<file path="src/rtl/dff_pipe_pkg.sv">
// Shared constants and helpers for the dff_pipe pipeline.
// Optional feature macro: DFF_PIPE_FLUSH_EN (left undefined by default; no flush port).
package dff_pipe_pkg;

   // Ceiling log2, usable in constant expressions such as port widths.
   function automatic int unsigned clog2_fn(input int unsigned n);
      int unsigned r;
      int unsigned v;
      r = 0;
      v = 1;
      while (v < n) begin
         v = v << 1;
         r = r + 1;
      end
      return r;
   endfunction

   // Occupancy counter width: enough bits to hold 0..depth.
   function automatic int unsigned cnt_width(input int unsigned depth);
      int unsigned w;
      w = clog2_fn(depth + 1);
      return (w == 0) ? 1 : w;
   endfunction

endpackage

</file>
<file path="src/rtl/dff_pipe_stage.sv">
// One register stage of dff_pipe: valid bit plus data word with ready look-ahead.
// Optional feature macro: DFF_PIPE_FLUSH_EN adds the flush input.
module dff_pipe_stage
   import dff_pipe_pkg::*;
#(
   parameter int unsigned WIDTH = 8
) (
   input  logic             clk,
   input  logic             reset,
   input  logic             enable,
`ifdef DFF_PIPE_FLUSH_EN
   input  logic             flush,
`endif
   input  logic             up_valid,
   input  logic [WIDTH-1:0] up_data,
   input  logic             dn_ready,
   output logic             v,
   output logic [WIDTH-1:0] d,
   output logic             rdy
);

   logic             v_q;
   logic             v_d;
   logic [WIDTH-1:0] d_q;
   logic [WIDTH-1:0] d_d;
   logic             flush_c;
   logic             load_c;

`ifdef DFF_PIPE_FLUSH_EN
   assign flush_c = flush;
`else
   assign flush_c = 1'b0;
`endif

   // Stage can take a new word when empty or when its word moves on this cycle.
   assign rdy    = !v_q | dn_ready;
   assign load_c = enable & rdy;

   // Next state: flush clears valid only; data loads only with a valid word.
   always_comb begin
      v_d = v_q;
      d_d = d_q;
      if (flush_c) begin
         v_d = 1'b0;
      end else if (load_c) begin
         v_d = up_valid;
         if (up_valid) begin
            d_d = up_data;
         end
      end
   end

   // Stage registers with synchronous reset.
   always_ff @(posedge clk) begin
      if (reset) begin
         v_q <= 1'b0;
         d_q <= '0;
      end else begin
         v_q <= v_d;
         d_q <= d_d;
      end
   end

   assign v = v_q;
   assign d = d_q;

endmodule

</file>
<file path="src/rtl/dff_pipe.sv">
// Parametrised DEPTH-stage valid/ready register pipeline with collapsing bubbles,
// global freeze enable and an occupancy counter.
// Optional feature macro: DFF_PIPE_FLUSH_EN adds a flush input that empties the pipe.
module dff_pipe
   import dff_pipe_pkg::*;
#(
   parameter  int unsigned WIDTH = 8,
   parameter  int unsigned DEPTH = 4,
   localparam int unsigned CW    = cnt_width(DEPTH)
) (
   input  logic             clk,
   input  logic             reset,
   input  logic             enable,
`ifdef DFF_PIPE_FLUSH_EN
   input  logic             flush,
`endif
   input  logic             in_valid,
   input  logic [WIDTH-1:0] in_data,
   output logic             in_ready,
   output logic             out_valid,
   output logic [WIDTH-1:0] out_data,
   input  logic             out_ready,
   output logic [CW-1:0]    count
);

   logic [DEPTH-1:0] v_c;
   logic [DEPTH-1:0] rdy_c;
   logic [DEPTH-1:0] up_v_c;
   logic [DEPTH-1:0] dn_rdy_c;
   logic [WIDTH-1:0] d_c    [DEPTH];
   logic [WIDTH-1:0] up_d_c [DEPTH];
   logic             flush_c;
   logic             in_xfer_c;
   logic             out_xfer_c;
   logic [CW-1:0]    count_q;
   logic [CW-1:0]    count_d;

`ifdef DFF_PIPE_FLUSH_EN
   assign flush_c = flush;
`else
   assign flush_c = 1'b0;
`endif

   // Stage chain: valid/data flow toward DEPTH-1, ready flows back toward 0.
   for (genvar i = 0; i < DEPTH; i++) begin : g_stage
      if (i == 0) begin : g_first
         assign up_v_c[i] = in_valid;
         assign up_d_c[i] = in_data;
      end else begin : g_mid
         assign up_v_c[i] = v_c[i-1];
         assign up_d_c[i] = d_c[i-1];
      end

      if (i == DEPTH - 1) begin : g_last
         assign dn_rdy_c[i] = out_ready;
      end else begin : g_inner
         assign dn_rdy_c[i] = rdy_c[i+1];
      end

      dff_pipe_stage #(
         .WIDTH (WIDTH)
      ) u_stage (
         .clk      (clk),
         .reset    (reset),
         .enable   (enable),
`ifdef DFF_PIPE_FLUSH_EN
         .flush    (flush),
`endif
         .up_valid (up_v_c[i]),
         .up_data  (up_d_c[i]),
         .dn_ready (dn_rdy_c[i]),
         .v        (v_c[i]),
         .d        (d_c[i]),
         .rdy      (rdy_c[i])
      );
   end

   // Handshake outputs; freeze and flush both block transfers.
   assign in_ready   = enable & rdy_c[0] & !flush_c;
   assign out_valid  = enable & v_c[DEPTH-1] & !flush_c;
   assign out_data   = d_c[DEPTH-1];
   assign in_xfer_c  = in_valid & in_ready;
   assign out_xfer_c = out_valid & out_ready;

   // Occupancy next value: net of accepted and delivered words.
   always_comb begin
      count_d = count_q;
      if (flush_c) begin
         count_d = '0;
      end else begin
         count_d = count_q + CW'(in_xfer_c) - CW'(out_xfer_c);
      end
   end

   // Occupancy register with synchronous reset.
   always_ff @(posedge clk) begin
      if (reset) begin
         count_q <= '0;
      end else begin
         count_q <= count_d;
      end
   end

   assign count = count_q;

endmodule

</file>
<file path="config.mk">
export PLATFORM = sky130hd
export DESIGN_NAME = dff_pipe
export DESIGN_NICKNAME = d
export VERILOG_FILES = /design/src/rtl/dff_pipe_pkg.sv /design/src/rtl/dff_pipe_stage.sv /design/src/rtl/dff_pipe.sv
export SDC_FILE = /design/constraint.sdc
export NUM_CORES = 1
export LEC_CHECK = 0
export CELL_PAD_IN_SITES_DETAIL_PLACEMENT = 0
export CELL_PAD_IN_SITES_GLOBAL_PLACEMENT = 2
export CORE_AREA = 2 2 77 79
export CTS_CLUSTER_SIZE = 14
export DETAILED_ROUTE_END_ITERATION = 10
export DIE_AREA = 0 0 79 81
export HOLD_SLACK_MARGIN = 0.05
export PLACE_DENSITY_LB_ADDON = 0.1
export SYNTH_ARGS = -nofsm -noshare
export SYNTH_HDL_FRONTEND = slang
export SYNTH_SLANG_ARGS = --single-unit
</file>
<file path="constraint.sdc">
create_clock -name clk -period 2.6 [get_ports clk]
set_input_delay 0.26 -clock clk [delete_from_list [all_inputs] [get_ports clk]]
set_output_delay 0.26 -clock clk [all_outputs]
set_load 0.005 [all_outputs]
</file>
# Word-level counts from Yosys, hierarchy flattened
# Cells that the tools add are included.
# classes
muxes	0
n_eq_ne	0
div	0
reduce_logical	8
n_shift	0
n_lt_le_gt_ge	0
n_bitwise	11
n_mul	0
add_sub_neg	2
# ops
operator	n
$reduce_and 2->1	4
$and 1x1->1	7
$logic_not 1->1	4
$or 1x1->1	4
$add 3x1->3	1
$sub 3x1->3	1
# word_totals
memories	0
in_bits	13
register_bits	39
output_inout_bits	13
romBits	0
latchBits	0
ram_bits	0
wordCells	30

# Longest topological paths before layout
# logic_depth
ltp_word	9
mapped_depth	12
depth_no_buf	10

# By module
# A second synthesis with hierarchy kept.
# hier_totals
cells_unflattened	180
hier_area_um2	1878.1
# by_module_without_submodules
module	cells_each	area_per_inst_um2	n_inst	seq_area_each_um2
dff_pipe_stage	41	426.7	4	180.2
dff_pipe	16	171.4	1	60.1

# Worst setup path after synthesis
# Ideal clock, no wire load.
# synth_timing
path_type	reg2reg
from	register g_stage[3].u_stage.v_q
to	register count_q[2] (netlist: count[2])
slack_ns	0.458
setup_time_ns	0.128
path_buffers	2
stages_incl_launch_ff	13
arrival_time_ns	2.014
period_less_slack_ns	2.142
required_ns	2.472
cell_sequence	dfxtp_1 -> buf_2 -> and3b_1 -> a31oi_1 -> buf_4 -> inv_2 -> ha_1 -> inv_1 -> ha_1 -> inv_1 -> fa_1 -> xnor2_1 -> nor2_1
# synth_between
elab_chain_cells	9
elab_cells_between_ends	11
classes_between	add/sub (2); bitwise (8); reduce/logical (1)
# synth_lines
element	line	rtl
start, declared	dff_pipe_stage.sv:22	logic v_q;
start signal, assigned	dff_pipe_stage.sv:59	v_q <= v_d;
$logic_not 1->1	dff_pipe_stage.sv:36	assign rdy = !v_q | dn_ready;
$or 1x1->1 (4 in a row)	dff_pipe_stage.sv:36	
$and 1x1->1	dff_pipe.sv:79	assign in_ready = enable & rdy_c[0] & !flush_c;
$and 1x1->1	dff_pipe.sv:82	assign in_xfer_c = in_valid & in_ready;
$add 3x1->3	dff_pipe.sv:91	count_d = count_q + CW'(in_xfer_c) - CW'(out_xfer_c);
$sub 3x1->3 (*)	dff_pipe.sv:91	
end signal, assigned	dff_pipe.sv:100	count_q <= count_d;
end, declared	dff_pipe.sv:35	logic [CW-1:0] count_q;
# Mark *: on every way between the ends. The rest lies on a longest branch, timed or not.
# A chain may end at the register's enable or synchronous reset.

# Final worst setup path
# layout_timing
from	input port out_ready
to	register count_q[2] (netlist: count[2])
# layout_between
elab_chain_cells	8
elab_cells_between_ends	9
classes_between	add/sub (2); bitwise (7)
# layout_lines
element	line	rtl
start, declared	dff_pipe.sv:22	input logic out_ready,
$or 1x1->1 (4 in a row)	dff_pipe_stage.sv:36	
$and 1x1->1	dff_pipe.sv:79	
$and 1x1->1	dff_pipe.sv:82	
$add 3x1->3	dff_pipe.sv:91	
$sub 3x1->3 (*)	dff_pipe.sv:91	
# Marks and branches as above.

==> results by group <==
Yosys
  • Leading area contributor after synthesis: dfxtp_1
  • Gate Count Post-Synth: between 150 and 200
  • Mapped Area: between 1500 and 2000 sq um
  • Synth Flop Type: dfxtp_1
  • Distinct cells, synth: 29
  • Register area share after synthesis: 47.2%
  • Syn avg cell area: 8.48 sq um
  • Synth Net Count: 211
  • #FFs+latches synth: 39
  • Async set or reset register ratio after synthesis: 0%
  • Synth area leaders: dfxtp_1, a21oi_1, nand3_1
  • Syn. warnings: 0
  • EDFF count, synth: 0
  • Post-synth top area share: between 40% and 50%

Floorplanning
  • Die Area: between 6000 and 7000 sq um
  • Initial Util: between 20% and 30%
  • Std cell rows: 28
  • IO Count: 26
  • Die height: around 81 microns
  • Core area: ~5700 sq um
  • DIE WIDTH: approximately 79 microns

Routing
  • Met3 wire len: around 120 microns
  • DR WL/cell: approximately 12 microns
  • WL final: 3330 microns
  • Iter 0 DRT Violations: 68
  • DRC: 0
  • Top Layer Used: met4
  • DRT Pass-1 Iters: 4
  • Final ANT Viol Nets: 0
  • Vias/cell: ~4.5
  • Vias post-DR: roughly 1.3k
  • Routed wl met2: 1550 microns
  • M1 WL: around 1600 microns

Global routing
  • Total global routing overflow: 0
  • Overall routing resource usage: between 10% and 20%
  • Largest net degree at the start of global routing: 32
  • First-pass GRT wire length: about 5700 microns
  • Initial antenna violation count: 0
  • Vias in the first global route: ~1.2k

Power
  • Tot Pwr: between 1 and 1.5 mW
  • Leakage: between 0.7 and 0.8 nW
  • VDD IR max: between 150 and 200 uV
  • PD cells: about 570 nW/um^2

Final layout
  • Util after Layout: roughly 35%
  • Non-Filler Instances: 287
  • Ant. Diodes: 0
  • Post-route cell area: just over 2000 sq um
  • Fraction of layout instances using a drive strength above 1: under 10%
  • NumNets Final: about 230
  • Area of the multi-input gates: roughly 730 sq um
  • Fillers: 628
  • Area growth syn-to-layout: 21.7%
  • Sequential cell area: 781 sq um

Timing
  • Relative slew slack: around three quarters
  • Tmin final: 2.17 ns
  • Period utilization: around 84%
  • Fin. max-slew vios: 0
  • Worst slew pin tran: roughly 0.36 ns
  • Slack of the critical path: between 0.4 and 0.5 ns
  • Skew final: approximately 0.0024 ns
  • WHS: ~0.46 ns
  • Achievable frequency: 460 MHz
  • Final setup viols: 0
  • Setup TNS: 0 ns
  • Final Hold Vio Count: 0
  • RSZ-0062 raised after global routing: false

CTS
  • H-tree depth: 2
  • Hold-fix buffers, CTS: 0
  • CTS resizes: 0
  • Post-CTS setup buffer count: 0
  • Root buffer cell: clkbuf_8
  • Clock Sink Count: 39
  • Clock latency on the worst-skew pair: ~0.28 ns
  • Deepest clock path buffer count: 2
  • CTS Buf Count: 5
  • CTS clk-pin slew, worst paths: around 0.07 ns
  • CTS tree: yes

Hold path
  • Hold path depth: 2
  • Worst Hold End: g_stage[0].u_stage.d[3]
  • Worst hold-check path type: reg -> reg
  • Hold Crit Start: g_stage[0].u_stage.d[3]

Placement
  • Place WS: 0.113 ns
  • Number of port buffers: 25
  • Area after DPL: approximately 1900 sq um
  • RD Place Congestion: between 0.7 and 0.8
  • Post-detail-place hpwl: about 2500 microns
  • Placed Cells: 279

Critical path
  • Reg2Reg Launch Point: g_stage[3].u_stage.v
  • CP arrival: roughly 2.3 ns
  • CP required: about 2.8 ns
  • CP Capture Type: flop
  • CP max FO: 2
  • RR Endpoint: count[2]
  • Startpoint Class: primary input
  • R2R Setup Slk: between 0.4 and 0.5 ns
  • R2r worst-path depth: 10
  • WS Path Type: in -> reg

Outcome
  • Status: finished, final reports clean

Job
  • Total of max-cap violations: 0
==> Yosys cell counts, drive strengths merged, types with 2 or more instances <==
master	count
nand3	24
a31oi	2
buf	15
inv	5
dfxtp	39
o21ai	26
a21oi	27
mux2i	8
and2	4
clkbuf	6
nor2	3
ha	2
nand2	22
==> where the power goes <==
| part | internal [mW] | switching (mW) |
|---|---|---|
| combinational | 0.0432 | 0.0382 |
| sequential | 0.610 | 0.00886 |
| clock | 0.242 | 0.198 |
==> worst max-delay path by stage <==
| stage | from | endpoint | slack (ns) |
|---|---|---|---|
| 2_1_floorplan | g_stage[3].u_stage.v | count[2] | 0.46 |
| 3_3_place_gp | out_ready | count[2] | 0.20 |
| 3_5_place_dp | out_ready | count[2] | 0.11 |
| 4_1_cts | out_ready | in_ready | 0.41 |
| 5_1_grt | out_ready | count[2] | 0.26 |
| 6_report | out_ready | count[2] | 0.43 |
==> kinds of logic (layout without fill, tap and decap cells) <==
family | after synthesis | after routing | share of synthesized area (%)
buffers and inverters | 26 | 43 | 8.63
XOR/XNOR | 2 | 2 | 1.06
multiplexers | 8 | 8 | 4.85
adder cells (fa/ha/maj) | 3 | 3 | 2.73
flip-flops | 39 | 39 | 47.2
AND/OR/NAND/NOR | 61 | 61 | 18.2
AO/OA/AOI/OAI | 56 | 56 | 17.3
==> layout make-up <==
type	count	share of cell area, %
tap	75	4.67
sequential	39	38.8
multi-input combinational	130	36.3
clock buffer	8	4.98
inverter	5	0.933
timing repair buffer	30	14.3
==> cells in the final DEF, fill, tap and decap left out, drive strengths merged, types with 2 or more instances in the layout <==
master	instances
ha	2
clkdlybuf4s50	25
o21ai	26
dfxtp	39
inv	5
mux2i	8
a21oi	27
nand2	22
a31oi	2
and2	4
nor2	3
nand3	24
clkbuf	8
buf	5
==> registers in the layout (all words and copies together), names as in the netlist <==
| signal | cells |
|---|---|
| count | 3 |
| g_stage.u_stage.d | 32 |
| g_stage.u_stage.v | 4 |
==> routing by layer <==
layer	up-vias	track usage, %
li1	696	-
met1	558	13.3
met2	24	19.6
met3	8	3.00
met4	0	6.21
met5	-	0
==> worst max-delay path: stages <==
cell	delay, ns
clkdlybuf4s50_1	0.48
and3b_1	0.19
a31oi_1	0.26
inv_2	0.05
ha_1	0.29
inv_1	0.06
ha_1	0.13
inv_1	0.05
fa_1	0.37
xnor2_1	0.16
nor2_1	0.05
No activity file was read; power rests on OpenSTA's default activity.
